File: config.mk
export PLATFORM = sky130hd
export DESIGN_NAME = mul_seq
export DESIGN_NICKNAME = d
export VERILOG_FILES = /design/src/rtl/alu_pkg.sv /design/src/rtl/booth_step.sv /design/src/rtl/mul_seq.sv
export SDC_FILE = /design/constraint.sdc
export NUM_CORES = 1
export LEC_CHECK = 0
export CORE_AREA = 5 5 51 53
export CTS_BUF_LIST = sky130_fd_sc_hd__clkbuf_4
export DETAILED_ROUTE_END_ITERATION = 12
export DIE_AREA = 0 0 56 58
export GPL_TIMING_DRIVEN = 0
export PLACE_DENSITY = 0.82
export SYNTH_ARGS = -nofsm -noshare
export SYNTH_HDL_FRONTEND = slang
export SYNTH_SLANG_ARGS = --single-unit
File: constraint.sdc
create_clock -name clk -period 5.49 [get_ports clk]
set_input_delay 1.098 -clock clk [delete_from_list [all_inputs] [get_ports clk]]
set_output_delay 1.098 -clock clk [all_outputs]
set_load 0.005 [all_outputs]
File: src/rtl/alu_pkg.sv
// rtl/alu_pkg.sv - shared ALU width, FSM state and operand/product types
package alu_pkg;

    localparam int ALU_WIDTH = 3;

    typedef enum logic [1:0] {
        IDLE = 2'd0,
        CALC = 2'd1,
        DONE = 2'd2
    } state_t;

    typedef logic signed [ALU_WIDTH-1:0]   operand_t;
    typedef logic signed [2*ALU_WIDTH-1:0] product_t;

endpackage

File: src/rtl/booth_step.sv
// rtl/booth_step.sv - one radix-2 Booth iteration: conditional +/-A on the upper part, then arithmetic shift
module booth_step #(
    parameter int WIDTH = 3
) (
    input  logic [2*WIDTH:0] acc,
    input  logic [WIDTH-1:0] a,
    output logic [2*WIDTH:0] acc_next
);

    logic [WIDTH:0] hi;
    logic [WIDTH:0] ext_a;
    logic [WIDTH:0] sum;

    // One guard bit on the adder so that subtracting the most negative A cannot wrap;
    // the shift then drops exactly that extra bit back into a 2*WIDTH+1 accumulator.
    always_comb begin
        hi    = {acc[2*WIDTH], acc[2*WIDTH:WIDTH+1]};
        ext_a = {a[WIDTH-1], a};
        sum   = hi;
        case (acc[1:0])
            2'b01:   sum = hi + ext_a;
            2'b10:   sum = hi - ext_a;
            default: sum = hi;
        endcase
        acc_next = {sum, acc[WIDTH:1]};
    end

endmodule

File: src/rtl/mul_seq.sv
// rtl/mul_seq.sv - sequential signed Booth multiplier with valid/ready on both sides
module mul_seq
    import alu_pkg::*;
#(
    parameter int WIDTH = ALU_WIDTH
) (
    input  logic                 clk,
    input  logic                 rst_n,
    input  logic                 in_valid,
    output logic                 in_ready,
    input  logic [WIDTH-1:0]     A,
    input  logic [WIDTH-1:0]     B,
    output logic                 out_valid,
    input  logic                 out_ready,
    output logic [2*WIDTH-1:0]   P,
    output logic                 zero
);

    localparam int CW = $clog2(WIDTH + 1);

    state_t             state;
    state_t             state_next;
    logic [CW-1:0]      cnt;
    logic [WIDTH-1:0]   a_reg;
    logic [2*WIDTH:0]   acc;
    logic [2*WIDTH:0]   acc_next;
    logic               last_step;

    booth_step #(.WIDTH(WIDTH)) u_booth_step (
        .acc      (acc),
        .a        (a_reg),
        .acc_next (acc_next)
    );

    assign last_step = (cnt == CW'(WIDTH - 1));
    assign in_ready  = (state == IDLE);
    assign out_valid = (state == DONE);

    always_comb begin
        state_next = state;
        case (state)
            IDLE:    if (in_valid)  state_next = CALC;
            CALC:    if (last_step) state_next = DONE;
            DONE:    if (out_ready) state_next = IDLE;
            default: state_next = IDLE;
        endcase
    end

    always_ff @(posedge clk or negedge rst_n) begin
        if (!rst_n) begin
            state <= IDLE;
            cnt   <= '0;
            a_reg <= '0;
            acc   <= '0;
            P     <= '0;
            zero  <= 1'b0;
        end else begin
            state <= state_next;
            case (state)
                IDLE: begin
                    if (in_valid) begin
                        a_reg <= A;
                        acc   <= {{WIDTH{1'b0}}, B, 1'b0};
                        cnt   <= '0;
                    end
                end
                CALC: begin
                    acc <= acc_next;
                    cnt <= cnt + 1'b1;
                    // Product is captured from the final step so DONE presents it directly.
                    if (last_step) begin
                        P    <= acc_next[2*WIDTH:1];
                        zero <= ~|acc_next[2*WIDTH:1];
                    end
                end
                default: ;
            endcase
        end
    end

endmodule

[Word-level counts from Yosys, hierarchy flattened]
Cells that the tools add are included.
Word-level totals
  bits in registers: 21
  bits of input ports: 10
  output and inout port bits: 9
  word-level logic and storage cells: 34
Operators by class
  add/sub/neg operators: 3
  equality and inequality tests: 8
  muxes and demuxes: 9
  reduce and logical (&&, ||, !) cells: 8
Operators by type and width (number)
  $pmux 7 s2: 1
  $mux 2: 4
  $pmux 4 s2: 1
  $mux 7: 1
  $eq 2x2->1 const B: 3
  $pmux 2 s3: 1
  $reduce_and 2->1: 3
  $reduce_or 6->1: 1
  $add 3x3->4: 1
  $eq 2x1->1 const B: 2
  $ne 2x2->1 const B: 2
  $pmux 2 s2: 1
  $sub 3x3->4: 1
  $reduce_and 3->1: 1
  $add 2x1->2 const B: 1
  $logic_not 2->1: 1
  $ne 2x1->1 const B: 1
  $reduce_bool 2->1: 1
  $logic_not 1->1: 1

[Longest topological paths before layout]
  depth in word-level cells: 4
  gate-level depth with buffers: 10
  depth with buffers taken out: 10

[Modules after synthesis]
A second synthesis with hierarchy kept.
Second synthesis, totals
  cells, all modules: 107
  area, all modules: 1169.9 µm²
Modules (own cells, without submodules)
  mul_seq: times used 1, cells each 67, area each 870.8 µm², sequential area each 525.5 µm²
  booth_step: times used 1, cells each 40, area each 299.0 µm², sequential area each 0.0 µm²

[Worst setup path before layout]
Ideal clock, no wire load.
  path kind: register to register
  start: register acc[0]
  end: register zero
  library setup time: 0.069 ns
  arrival time: 2.583 ns
  required time: 5.421 ns
  setup slack: 2.838 ns
  stages on the path, launching flop included: 10
  path through: dfrtp_1 -> inv_1 -> ha_1 -> mux2_2 -> fa_1 -> xor2_1 -> o21ai_1 -> or4b_1 -> or4_1 -> nand3_1
Between the ends
  word-level cells in the longest chain between the ends: 4
RTL lines
  from (decl): line mul_seq.sv:25  | logic [2*WIDTH:0] acc;
  from (signal assigned): line mul_seq.sv:63  | acc <= {{WIDTH{1'b0}}, B, 1'b0};
  from (signal assigned): line mul_seq.sv:68  | acc <= acc_next;
  $eq 2x2->1 / $eq 2x1->1 (equally long branches): line booth_step.sv:20  | case (acc[1:0])
  $pmux 4 s2 (*): line booth_step.sv:20
  $reduce_or 6->1 (*): line mul_seq.sv:73  | zero <= ~|acc_next[2*WIDTH:1];
  $logic_not 1->1 (*): line mul_seq.sv:73
  to (signal assigned): line mul_seq.sv:73
  to (decl): line mul_seq.sv:16  | output logic zero
Mark *: on every way between the ends. The rest lies on a longest branch, timed or not.
A chain may end at the register's enable or synchronous reset.

[Worst setup path after layout]
Ends and elaborated chain as after synthesis.

==> run_results.csv <==
group,metric,value,unit
run_status,status,"complete, no violations",
finish,drive_gt1_share,7.91,%
critical_path,reg2reg_from,"acc[0]",
critical_path,worstPathRequired,5.74,ns
synthesis,synthCells,117,
sta,setup_violations,0,
finish,nets,157,
place,io_buffer_count,18,
job,maxCapViolCount,0,
synthesis,synthTopCellsByArea,"dfrtp_1 46%, ha_1 6.6%, mux2_2 5.9%, o21ai_0 5.7%, nand2_1 4.6%",
clock_network,cts_setup_buffers,0,
die,ios,19,
critical_path,start_kind,"register",
global_route,grt_max_degree,22,
die,core,2110,sq um
pwr,seq_power_share,30.3,%
synthesis,synth-seq-cells,21,
sta,post-route-period-util,51.8,%
synthesis,synth_top_cell_area_share,46.0,%
drt,drc,0,
pwr,intPower,0.518,mW
drt,dr_total_vias,889,
place,dpl.hpwl,1670,um
drt,viasPerCell,5.32,
synthesis,synth_largest_area_cell,"dfrtp_1",
critical_path,cp-end-kind,"register",
worst_hold_path,hp-class,"register to register",
clock_network,hold_buffers,0,
drt,dr.pass1.iters,4,
synthesis,synthesis.nets,134,
synthesis,synth_most_common_cell,"dfrtp_1",
critical_path,startpoint,"acc[0]",
drt,first_iter_violations,5,
sta,tns,0,ns
clock_network,cts_tree,"done",
finish,syn_to_final_growth,21.5,%
die,core.rowCount,17,
global_route,antenna_found_initial,0,
pwr,total_power,0.915,mW
die,chipHeight,58,um
synthesis,synth_area,1140,sq um
sta,slew_headroom,37.9,%
sta,fmax,352,MHz
pwr,pwr_density_cell,659,nW/um^2
sta,grt_setup_unrepaired,"false",
die,die_x,56,um
synthesis,synth.distinct_cells,29,
pwr,netSwitchingFraction,43.4,%
global_route,grt-ovfl-total,0,
place,dpl_cell_area,1360,sq um
die,initial_core_util,54.2,%
finish,fillers,157,
sta,fin_skew,0.00355,ns
pwr,p_clk_share,8.6,%
clock_network,clkSinkCount,21,
synthesis,synth_area_per_cell,9.76,sq um
critical_path,worstPathArrival,3.09,ns
pwr,p_sw,0.397,mW
finish,fin_util,65.9,%
synthesis,synth-async-reset-ratio,100,%
critical_path,path_class,"register to register",
clock_network,clk_pin_slew,0.11,ns
drt,wl,2220,um
global_route,grt_pass1_vias,903,
sta,worst_pin_slew,0.929,ns
global_route,track_usage,15.4,%
synthesis,ys_warn_count,0,
drt,wl_per_cell,13.3,um
pwr,leakagePower,0.619,nW
sta,final-max-slew-violation-count,0,
drt,ant_nets,0,
critical_path,endpoint,"zero",
clock_network,root_buffer,"clkbuf_4",
synthesis,synth_common_cells,"21 x dfrtp_1, 14 x nand2_1, 13 x o21ai_0",
clock_network,cts_buffers,3,
die,die_area,3250,sq um
clock_network,cts_resized,0,
sta,post-route-min-period,2.84,ns
pwr,ir_drop,0.000345,V
synthesis,synth_edf_count,0,
critical_path,rrSetupSlack,2.65,ns
global_route,grt_pass1_wl,4020,um
finish,largest_reg_flops,7,
clock_network,clockBufferDepth,2,
synthesis,synth_top_flop_cell,"dfrtp_1",
clock_network,clk_latency,0.30,ns
critical_path,reg2reg_to,"zero",
clock_network,htreeDepth,1,
pwr,combPwrFrac,61.1,%
finish,finalInstanceArea,1390,sq um
synthesis,seq_area_frac_synth,46.0,%
finish,diodes,0,
sta,finalHoldViolCount,0,
critical_path,crit_fanout,4,
critical_path,reg2reg_depth,9,
place,finalWeightedCongestion,0.772,
## metrics by stage
step,cells,worst slack (ns),hold slack [ns]
finish,167,2.65,0.502
detailed placement,163,2.65,0.474
floorplan,117,2.84,0.454
CTS,167,2.63,0.500
global route,167,2.51,0.546
global placement,163,2.71,0.468
## cell type report
| cell class | count | area (sq um) | share of cell area, % |
|---|---|---|---|
| plain buffers | 3 | 18.8 | 1.35 |
| clock buffers | 4 | 30.0 | 2.16 |
| inverters | 9 | 33.8 | 2.43 |
| multi-input cells | 84 | 564 | 40.7 |
| flip-flops and latches | 21 | 526 | 37.9 |
| well taps | 28 | 35.0 | 2.52 |
| repair buffers | 18 | 180 | 13.0 |
## power by group through the flow
| stage | sequential (mW) | clock [mW] | combinational, mW |
|---|---|---|---|
| 6_report | 0.277 | 0.0785 | 0.559 |
| 5_1_grt | 0.288 | 0.0877 | 0.631 |
| 4_1_cts | 0.277 | 0.0792 | 0.561 |
| 3_5_place_dp | 0.280 | 0 | 0.556 |
| 3_3_place_gp | 0.277 | 0 | 0.535 |
| 2_1_floorplan | 0.271 | 0 | 0.393 |
## kinds of logic (layout without fill, tap and decap cells)
| group | after synthesis | in the layout | share of synthesized area, % |
|---|---|---|---|
| muxes | 8 | 8 | 7.67 |
| xor gates and xnor gates | 3 | 3 | 2.30 |
| DFF | 21 | 21 | 46.0 |
| buffers and inverters | 12 | 34 | 4.60 |
| and+or+nand+nor | 36 | 36 | 15.3 |
| adders and majority gates | 7 | 7 | 8.32 |
| AOI/OAI and AO/OA | 30 | 30 | 15.8 |
## cell usage in the layout (no fill, tap or decap), types with 3 or more instances in the layout
cell type	netlist	final
a21oi_1	4	4
a22oi_1	3	3
clkbuf_4	0	4
clkdlybuf4s50_1	0	18
dfrtp_1	21	21
ha_1	6	6
inv_1	9	9
mux2_2	6	6
nand2_1	14	14
nor2_1	7	7
nor2b_1	6	6
o21ai_0	13	13
## routing by layer
| layer | GRT usage, % | share of wire, % |
|---|---|---|
| met3 | 3.12 | 2.9 |
| met2 | 23.9 | 46 |
| met1 | 21.1 | 49 |
| met5 | 0 | 0 |
| met4 | 6.10 | 2.0 |
## worst max-delay path, cell delays in order, from the launching register on
cell and delay [ns]:
dfrtp_1 0.39, inv_1 0.06, ha_1 0.21, mux2_2 0.38, fa_1 0.41, xor2_1 0.23, o21ai_1 0.10, or4b_1 0.51
or4_1 0.41, nand3_1 0.09
## worst min-delay path by stage
stage / from / endpoint / slack, ns / cells past startpoint
final: P[4] / P[4] / 0.50 / 2
after global routing: acc[0] / acc[0] / 0.55 / 1
after CTS: zero / zero / 0.50 / 2
after detailed placement: zero / zero / 0.47 / 2
after global placement: zero / zero / 0.47 / 2
after floorplan: cnt[1] / cnt[1] / 0.45 / 2
(Power assumes the default switching activity.)
